[src/rtl/sd_pkg.sv]
// Shared definitions for the SD SPI-mode command engine: SPI register map,
// FSM state encoding, fill byte and the fixed CRC bytes used without CRC7 logic.
package sd_pkg;

  localparam logic [15:0] SPI_DATA_OFS   = 16'h0000;
  localparam logic [15:0] SPI_STATUS_OFS = 16'h0004;
  localparam logic [15:0] SPI_CS_OFS     = 16'h0008;
  localparam logic [15:0] SPI_DIV_OFS    = 16'h0010;

  localparam logic [7:0] FILL_BYTE = 8'hFF;
  localparam logic [7:0] CRC_CMD0  = 8'h95;
  localparam logic [7:0] CRC_CMD8  = 8'h87;
  localparam logic [7:0] CRC_OTHER = 8'h01;

  // ST_X_* form the shared byte-transfer sub-sequence; ret_q holds the caller.
  typedef enum logic [3:0] {
    ST_IDLE   = 4'd0,
    ST_CS_LO  = 4'd1,
    ST_PRE    = 4'd2,
    ST_SEND   = 4'd3,
    ST_RESP   = 4'd4,
    ST_CS_HI  = 4'd5,
    ST_POST   = 4'd6,
    ST_DONE   = 4'd7,
    ST_X_WR   = 4'd8,
    ST_X_STAT = 4'd9,
    ST_X_RD   = 4'd10
  } state_e;

endpackage

[src/rtl/sd_crc7.sv]
// Byte-serial CRC7 (x^7 + x^3 + 1, init 0) accumulator, MSB first.
// Only instantiated when SD_CMD_CRC7_EN is defined.
module sd_crc7 (
  input  logic       clk,
  input  logic       reset,
  input  logic       clr_i,
  input  logic       upd_i,
  input  logic [7:0] data_i,
  output logic [6:0] crc_o
);

  logic [6:0] crc_q, crc_d;
  logic       fb;

  always_comb begin
    crc_d = crc_q;
    fb    = 1'b0;
    if (clr_i) begin
      crc_d = '0;
    end else if (upd_i) begin
      for (int i = 7; i >= 0; i--) begin
        fb    = crc_d[6] ^ data_i[i];
        crc_d = {crc_d[5:0], 1'b0};
        if (fb) crc_d = crc_d ^ 7'h09;
      end
    end
  end

  always_ff @(posedge clk) begin
    if (!reset) crc_q <= '0;
    else        crc_q <= crc_d;
  end

  assign crc_o = crc_q;

endmodule

[src/rtl/sd_cmd_engine.sv]
// Wishbone master issuing one SD SPI-mode command frame through the byte-wide
// SPI peripheral and collecting R1. Define SD_CMD_CRC7_EN for a computed CRC7.
module sd_cmd_engine
  import sd_pkg::*;
#(
  parameter logic [15:0] SPI_BASE = 16'h0000,
  parameter int          NCR_MAX  = 8,
  parameter int          POLL_MAX = 1023
) (
  input  logic        clk,
  input  logic        reset,
  input  logic        cmd_start,
  input  logic [5:0]  cmd_index,
  input  logic [31:0] cmd_arg,
  output logic        busy,
  output logic        done,
  output logic [7:0]  resp,
  output logic        resp_timeout,
  output logic        bus_timeout,
  output logic [15:0] wb_adr_o,
  output logic [15:0] wb_dat_o,
  output logic        wb_we_o,
  output logic        wb_stb_o,
  output logic        wb_cyc_o,
  input  logic [15:0] wb_dat_i,
  input  logic        wb_ack_i,
  output logic [3:0]  dbg_state_o
);

  localparam logic [7:0]  NCR_LAST  = 8'(NCR_MAX - 1);
  localparam logic [15:0] POLL_LAST = 16'(POLL_MAX - 1);

  // Handshakes: cmd_start is a request taken only in IDLE (busy low, done not
  // pulsing); stb/cyc act as valid and stay high until wb_ack_i, then drop for
  // at least one idle cycle before the next request.
  state_e      state_q, state_d, ret_q, ret_d;
  logic        stb_q, stb_d, we_q, we_d;
  logic [15:0] adr_q, adr_d, dat_q, dat_d;
  logic [7:0]  tx_q, tx_d, rx_q, rx_d, resp_q, resp_d, cnt_q, cnt_d;
  logic [5:0]  idx_q, idx_d;
  logic [31:0] arg_q, arg_d;
  logic [15:0] poll_q, poll_d;
  logic        rto_q, rto_d, bto_q, bto_d;

  logic        op_req, op_we, bus_done;
  logic [15:0] op_adr, op_dat;
  logic [2:0]  frame_sel;
  logic [7:0]  frame_nxt, crc_byte;
  logic        unused_dat_hi;

  assign unused_dat_hi = ^wb_dat_i[15:8];

`ifdef SD_CMD_CRC7_EN
  logic [6:0] crc7;
  logic       crc_clr, crc_upd;

  assign crc_clr = (state_q == ST_IDLE) && cmd_start;
  assign crc_upd = (state_q == ST_PRE) || ((state_q == ST_SEND) && (cnt_q < 8'd4));

  sd_crc7 u_crc7 (
    .clk   (clk),
    .reset (reset),
    .clr_i (crc_clr),
    .upd_i (crc_upd),
    .data_i(frame_nxt),
    .crc_o (crc7)
  );

  assign crc_byte = {crc7, 1'b1};
`else
  always_comb begin
    case (idx_q)
      6'd0:    crc_byte = CRC_CMD0;
      6'd8:    crc_byte = CRC_CMD8;
      default: crc_byte = CRC_OTHER;
    endcase
  end
`endif

  // Frame byte about to be loaded: byte 0 from PRE, byte cnt+1 from SEND.
  always_comb begin
    frame_sel = (state_q == ST_PRE) ? 3'd0 : 3'(cnt_q + 8'd1);
    case (frame_sel)
      3'd0:    frame_nxt = {2'b01, idx_q};
      3'd1:    frame_nxt = arg_q[31:24];
      3'd2:    frame_nxt = arg_q[23:16];
      3'd3:    frame_nxt = arg_q[15:8];
      3'd4:    frame_nxt = arg_q[7:0];
      default: frame_nxt = crc_byte;
    endcase
  end

  always_comb begin
    op_req = 1'b0;
    op_we  = 1'b0;
    op_adr = SPI_BASE + SPI_DATA_OFS;
    op_dat = '0;
    case (state_q)
      ST_CS_LO:  begin op_req = 1'b1; op_we = 1'b1; op_adr = SPI_BASE + SPI_CS_OFS; op_dat = 16'h0000; end
      ST_CS_HI:  begin op_req = 1'b1; op_we = 1'b1; op_adr = SPI_BASE + SPI_CS_OFS; op_dat = 16'h0001; end
      ST_X_WR:   begin op_req = 1'b1; op_we = 1'b1; op_dat = {8'h00, tx_q}; end
      ST_X_STAT: begin op_req = 1'b1; op_adr = SPI_BASE + SPI_STATUS_OFS; end
      ST_X_RD:   op_req = 1'b1;
      default:   op_req = 1'b0;
    endcase
  end

  assign bus_done = op_req && stb_q && wb_ack_i;

  always_comb begin
    state_d = state_q; ret_d = ret_q;
    stb_d = stb_q; we_d = we_q; adr_d = adr_q; dat_d = dat_q;
    tx_d = tx_q; rx_d = rx_q; idx_d = idx_q; arg_d = arg_q;
    cnt_d = cnt_q; poll_d = poll_q;
    resp_d = resp_q; rto_d = rto_q; bto_d = bto_q;

    // A state with a bus op launches it in its first cycle with stb low.
    if (op_req && !stb_q) begin
      stb_d = 1'b1;
      we_d  = op_we;
      adr_d = op_adr;
      dat_d = op_dat;
    end
    if (bus_done) stb_d = 1'b0;

    case (state_q)
      ST_IDLE: if (cmd_start) begin
        idx_d   = cmd_index;
        arg_d   = cmd_arg;
        resp_d  = FILL_BYTE;
        rto_d   = 1'b0;
        bto_d   = 1'b0;
        state_d = ST_CS_LO;
      end
      ST_CS_LO: if (bus_done) begin
        tx_d = FILL_BYTE; ret_d = ST_PRE; state_d = ST_X_WR;
      end
      ST_PRE: begin
        tx_d = frame_nxt; cnt_d = '0; ret_d = ST_SEND; state_d = ST_X_WR;
      end
      ST_SEND: begin
        if (cnt_q == 8'd5) begin
          tx_d = FILL_BYTE; cnt_d = '0; ret_d = ST_RESP;
        end else begin
          tx_d = frame_nxt; cnt_d = cnt_q + 8'd1; ret_d = ST_SEND;
        end
        state_d = ST_X_WR;
      end
      ST_RESP: begin
        if (!rx_q[7]) begin
          resp_d = rx_q; state_d = ST_CS_HI;
        end else if (cnt_q == NCR_LAST) begin
          rto_d = 1'b1; resp_d = FILL_BYTE; state_d = ST_CS_HI;
        end else begin
          cnt_d = cnt_q + 8'd1; tx_d = FILL_BYTE; ret_d = ST_RESP; state_d = ST_X_WR;
        end
      end
      ST_CS_HI: if (bus_done) begin
        tx_d = FILL_BYTE; ret_d = ST_POST; state_d = ST_X_WR;
      end
      ST_POST: state_d = ST_DONE;
      ST_DONE: state_d = ST_IDLE;
      ST_X_WR: if (bus_done) begin
        poll_d = '0; state_d = ST_X_STAT;
      end
      ST_X_STAT: if (bus_done) begin
        if (!wb_dat_i[0]) begin
          state_d = ST_X_RD;
        end else if (poll_q == POLL_LAST) begin
          // Stuck peripheral: still release CS, but never retry POST itself.
          bto_d   = 1'b1;
          state_d = (ret_q == ST_POST) ? ST_DONE : ST_CS_HI;
        end else begin
          poll_d = poll_q + 16'd1;
        end
      end
      ST_X_RD: if (bus_done) begin
        rx_d = wb_dat_i[7:0]; state_d = ret_q;
      end
      default: state_d = ST_IDLE;
    endcase
  end

  always_ff @(posedge clk) begin
    if (!reset) begin
      state_q <= ST_IDLE; ret_q <= ST_IDLE;
      stb_q <= 1'b0; we_q <= 1'b0; adr_q <= '0; dat_q <= '0;
      tx_q <= FILL_BYTE; rx_q <= FILL_BYTE; idx_q <= '0; arg_q <= '0;
      cnt_q <= '0; poll_q <= '0;
      resp_q <= FILL_BYTE; rto_q <= 1'b0; bto_q <= 1'b0;
    end else begin
      state_q <= state_d; ret_q <= ret_d;
      stb_q <= stb_d; we_q <= we_d; adr_q <= adr_d; dat_q <= dat_d;
      tx_q <= tx_d; rx_q <= rx_d; idx_q <= idx_d; arg_q <= arg_d;
      cnt_q <= cnt_d; poll_q <= poll_d;
      resp_q <= resp_d; rto_q <= rto_d; bto_q <= bto_d;
    end
  end

  assign busy         = (state_q != ST_IDLE) && (state_q != ST_DONE);
  assign done         = (state_q == ST_DONE);
  assign resp         = resp_q;
  assign resp_timeout = rto_q;
  assign bus_timeout  = bto_q;
  assign wb_adr_o     = adr_q;
  assign wb_dat_o     = dat_q;
  assign wb_we_o      = we_q;
  assign wb_stb_o     = stb_q;
  assign wb_cyc_o     = stb_q;
  assign dbg_state_o  = state_q;

endmodule

[config.mk]
export PLATFORM = sky130hd
export DESIGN_NAME = sd_cmd_engine
export DESIGN_NICKNAME = d
export VERILOG_FILES = /design/src/rtl/sd_pkg.sv /design/src/rtl/sd_crc7.sv /design/src/rtl/sd_cmd_engine.sv
export SDC_FILE = /design/constraint.sdc
export NUM_CORES = 1
export LEC_CHECK = 0
export BUFFER_PORTS_ARGS = -buffer_cell sky130_fd_sc_hd__buf_4
export CORE_AREA = 2 2 102 123
export CTS_BUF_LIST = sky130_fd_sc_hd__clkbuf_8
export CTS_CLUSTER_SIZE = 24
export DETAILED_ROUTE_END_ITERATION = 12
export DIE_AREA = 0 0 104 125
export GPL_ROUTABILITY_DRIVEN = 0
export PLACE_DENSITY = 0.67
export SLEW_MARGIN = 5
export SYNTH_ARGS = -nofsm -noshare
export SYNTH_HDL_FRONTEND = slang
export SYNTH_SLANG_ARGS = --single-unit
[constraint.sdc]
create_clock -name clk -period 2.7 [get_ports clk]
set_input_delay 0.135 -clock clk [delete_from_list [all_inputs] [get_ports clk]]
set_output_delay 0.135 -clock clk [all_outputs]
set_load 0.02 [all_outputs]
* Yosys cells after proc, flatten, opt, wreduce, memory -nomap -nowiden
Index checks and enable logic that the tools add are counted.
** Word-level totals
- Bits in registers :: 130
- Bits of input ports :: 58
- Output and inout port bits :: 51
- Word-level logic and storage cells :: 133
** Cells by class
- $add $sub $neg :: 2
- Eq/ne operators :: 35
- Multiplexer cells :: 50
- Bitwise operators :: 1
- Reductions and logical operators :: 30
** Operators with widths (count)
- $mux 8 :: 10
- $mux 16 :: 4
- $mux 4 :: 13
- $pmux 8 s2 :: 3
- $pmux 8 s5 :: 1
- $pmux 16 s2 :: 1
- $pmux 4 s8 :: 1
- $pmux 8 s4 :: 1
- $ne 2x2->1 const B :: 12
- $pmux 8 s3 :: 1
- $eq 4x3->1 const B :: 5
- $pmux 4 s5 :: 1
- $add 16x1->16 const B :: 1
- $eq 16x10->1 const B :: 1
- $eq 8x3->1 const B :: 2
- $reduce_and 5->1 :: 3
- $eq 4x4->1 const B :: 3
- $add 8x1->8 const B :: 1
- $eq 4x2->1 const B :: 2
- $mux 1 :: 8
- $pmux 4 s2 :: 1
- $reduce_and 4->1 :: 2
- $reduce_bool 4->1 :: 2
- $eq 3x2->1 const B :: 2
- other kinds (25) :: 37

* Longest topological paths before layout
- Depth in word-level cells :: 7
- Mapped depth :: 8
- Mapped depth without buffers :: 7

* Worst setup path before layout
No wires, ideal clock.
- Kind :: reg2reg
- Start point :: register cnt_q[1]
- End point :: register tx_q[7]
- Library setup time :: 123 ps
- Data arrival time :: 1975 ps
- Required time :: 2577 ps
- Slack :: 602 ps
- Cell stages (with the launch flop) :: 9
- Path buffers :: 2
- Period minus slack after synthesis :: 2098 ps
- Path through :: dfxtp_1 -> inv_1 -> ha_1 -> buf_1 -> clkbuf_1 -> nor3b_1 -> a31oi_1 -> a21oi_1 -> o32a_2
** Between the ends
- Longest elaborated chain between the ends :: 6
- Elaborated cells on any way between the ends :: 14
- Classes of those cells :: add/sub: 1; eq/ne: 7; mux: 4; reduce/logical: 2
** Ends and longest elaborated chain
- start: declaration :: line sd_cmd_engine.sv:39 : logic [7:0] tx_q, tx_d, rx_q, rx_d, resp_q, resp_d, cnt_q, cnt_d;
- start signal: assignment :: line sd_cmd_engine.sv:195 : cnt_q <= cnt_d; poll_q <= poll_d;
- $add 8x1->8
- $mux 3 :: line sd_cmd_engine.sv:82 : frame_sel = (state_q == ST_PRE) ? 3'd0 : 3'(cnt_q + 8'd1);
- $eq 3x3->1, or another cell as far along :: line sd_cmd_engine.sv:83 : case (frame_sel)
- $pmux 8 s5 :: line sd_cmd_engine.sv:83
- $mux 8 :: line sd_cmd_engine.sv:142 : if (cnt_q == 8'd5) begin
- $pmux 8 s4 :: line sd_cmd_engine.sv:126 : case (state_q)
- end signal: assignment :: line sd_cmd_engine.sv:194 : tx_q <= tx_d; rx_q <= rx_d; idx_q <= idx_d; arg_q <= arg_d;
- end: declaration :: line sd_cmd_engine.sv:39
Several ways; a longest one is shown, not always the timed one.
A chain may end at the register's enable or synchronous reset.

* Final worst setup path
- Start point :: register state_q[3], in the netlist dbg_state_o[3]
- End point :: register rx_q[4]
** Between the ends
- Longest elaborated chain between the ends :: 6
- Elaborated cells on any way between the ends :: 10
- Classes of those cells :: eq/ne: 5; mux: 1; reduce/logical: 4
** Ends and longest elaborated chain
- start: declaration :: line sd_cmd_engine.sv:36 : state_e state_q, state_d, ret_q, ret_d;
- start signal: assignment :: line sd_cmd_engine.sv:192 : state_q <= state_d; ret_q <= ret_d;
- $eq 4x4->1, or another cell as far along :: line sd_cmd_engine.sv:98, sd_cmd_engine.sv:126
- $reduce_or 5->1 (no line)
- $mux 1 :: line sd_cmd_engine.sv:98 : case (state_q)
- $logic_and 1x1->1 (2 in series) :: line sd_cmd_engine.sv:108 : assign bus_done = op_req && stb_q && wb_ack_i;
- $reduce_and 2->1 (no line) (*)
- end signal: assignment :: line sd_cmd_engine.sv:194
- end: declaration :: line sd_cmd_engine.sv:39
Every way passes the cells marked *; elsewhere a longest branch is shown, timed or not.

==> out/results.tsv <==
metric	value	unit
yosys_warnings	0	
grtUsageTotal	19.7	%
hp-class	primary input to flip-flop	
place_ws	0.443	ns
fill_cells	1136	
synth_top_family_by_area	simple AND/OR/NAND/NOR gates	
setup_violations	0	
chipHeight	125	um
io_pins	109	
rrSetupSlack	0.43	ns
seq_area_frac_synth	41.2	%
drv_cap	0	
synth_top_area_share	41.2	%
hold_violations	0	
cp-start-kind	flip-flop	
whs_path_depth	3	
fin_ws	0.429	ns
clk_latency	0.38	ns
fin_hold_ws	0.0125	ns
fin_setup_tns	0	ns
synth-edff-count	0	
n_antenna_cell	0	
cts_setup_buffers	0	
clockRootBuffer	clkbuf_8	
max_stage_delay	0.56	ns
syn2layout_area_growth	20.8	%
rr_worst_depth	5	
layout.nets	787	
timing.fmax	440	MHz
tightest_slew	0.759	ns
worstPathArrival	2.54	ns
rsz0062_at_grt	no	
hold_path_end	arg_q[29]	
synth-adder-area-share	0.962	%
ir_worst_vdd	0.332	mV
vias	4685	
synth_xor_xnor_area_share	3.53	%
slowest_stage	dfxtp_1	
synth-compound-area-share	18.6	%
critPathKind	flip-flop to flip-flop	
yosys-top-cells-area	dfxtp_1 41%, nand2_1 9.5%, a21oi_1 6.0%, buf_4 3.5%, mux2i_1 3.3%	
syn_area	0.00520	sq mm
row_count	44	
start_util	43.8	%
r2r_start	dbg_state_o[3]	
period_needed	2.27	ns
synth-main-ff-cell	dfxtp_1	
overflow	0	
timing.final.max_slew_violations	0	
wire_per_inst	14.3	um
crit_required	2.97	ns
hpwl	8870	um
viasPerCell	5.26	
cts.sinks	107	
outcome	finished clean	
antenna_found_initial	0	
cts_buffers	9	
clock_skew	0.0185	ns
async_flop_share	0	%
r2r_end	rx_q[4]	
grt_pass1_vias	4451	
clk_pin_slew	0.11	ns
yosysMostFrequentCell	nand2_1	
die_w	104	um
drc	0	
postSynthAreaPerCell	8.20	sq um
port_buffers	78	
ys_ff_latch	107	
p_leak	2.47	nW
clockBufferDepth	2	
core	0.0119	sq mm
grt_pass1_wl	21300	um
yosysTopAreaCell	dfxtp_1	
cp-end-kind	flip-flop	
cts_tree	done	
muxShareOfSynthArea	4.13	%
crit_path_cell_trace	a22oi_1 > o2111ai_1 > nor2_2 > mux2i_1 > nand2_1	
hp-start	cmd_arg[29]	
finalCritPeriodShare	84.1	%
drive_above_1_share	17.3	%
drt-total-wl	12800	um
dr.pass1.iters	5	
maxSlewHeadroom	49.4	%
final_antenna_net_count	0	
synth_cells	635	
cts.htree.levels	3	
powerDensity	699	mW/mm^2
synth_simple_gate_area_share	24.2	%
synth_cell_types	73	
synthTopCellsByCount	132 x nand2_1, 107 x dfxtp_1, 62 x a21oi_1	
drt-initial-drc-count	227	
grt_max_degree	59	
cp_max_fo	22	
final_util	52.9	%
dieArea	0.0130	sq mm
[cells in the final DEF, fill, tap and decap left out, types with 17 or more instances in the layout]
cell,count
a21oi_1,62
buf_4,90
conb_1,22
dfxtp_1,107
dlygate4sd3_1,28
mux2i_1,17
nand2_1,132
nand3_1,19
nor2_1,42
o21ai_0,19
[registers in the layout (all words and copies together) (netlist names)]
| name | cells |
|---|---|
| idx_q | 6 |
| dbg_state_o | 4 |
| poll_q | 16 |
| resp_timeout | 1 |
| bus_timeout | 1 |
| tx_q | 8 |
| ret_q | 3 |
| resp | 8 |
| wb_dat_o | 8 |
| wb_cyc_o | 1 |
| rx_q | 8 |
| wb_adr_o | 2 |
| cnt_q | 8 |
| arg_q | 32 |
| wb_we_o | 1 |
[where the power goes]
group / switching (mW) / internal [mW]
Clock: 0.579 / 0.352
Sequential: 0.224 / 1.81
Combinational: 0.857 / 0.579
Total: 1.66 / 2.74
[metrics by stage]
stage / power [mW] / instances / instance area, sq um
5_1_grt: 4.67 / 891 / 6290
3_5_place_dp: 3.45 / 847 / 5820
2_1_floorplan: 3.04 / 656 / 5280
6_report: 4.40 / 891 / 6290
4_1_cts: 4.41 / 891 / 6290
3_3_place_gp: 3.43 / 847 / 5820
[critical path, delay by kind of cell, from the launching register on]
| family | cells | cell delay [ns] |
|---|---|---|
| simple gates | 2 | 0.62 |
| flops | 1 | 0.56 |
| mux | 1 | 0.27 |
| compound gates | 2 | 0.71 |
[metal layers]
metal / share of wire [%] / global-route usage [%] / wire length (um)
met5: 0 / 0 / 0
met4: 2.0 / 8.59 / 257
met3: 5.3 / 3.23 / 680
met2: 50 / 34.4 / 6350
met1: 43 / 23.8 / 5480
[cell families after synthesis]
kind of cell / after synthesis
adder cells (fa/ha/maj): 4
other: 1
buffers and inverters: 71
multiplexers: 21
flip-flops: 107
AO/OA/AOI/OAI: 148
AND/OR/NAND/NOR: 262
XOR/XNOR: 21
[what timing repair did]
action / 4_1_cts / 5_1_grt
resized for setup: 0 / 0
hold buffers: 28 / 0
hold endpoints to repair: 28 / 0
[how the worst max path moves through the flow]
stage,startpoint,end,cells past startpoint
after global placement,cnt_q[1],tx_q[7],8
after detailed placement,cnt_q[1],tx_q[7],8
final,dbg_state_o[3],rx_q[4],5
after floorplan,cnt_q[1],tx_q[7],8
after global routing,dbg_state_o[3],rx_q[2],5
after CTS,cnt_q[1],tx_q[7],8
[cell type report]
cell class	instances	area, sq um	area share (%)
clock buffer	9	124	1.97
sequential	107	2140	34.1
tap	161	201	3.20
multi-input combinational	478	2760	43.9
inverter	11	41.3	0.657
clock inverter	7	61.3	0.975
timing repair buffer	118	956	15.2
(Power assumes the default switching activity.)
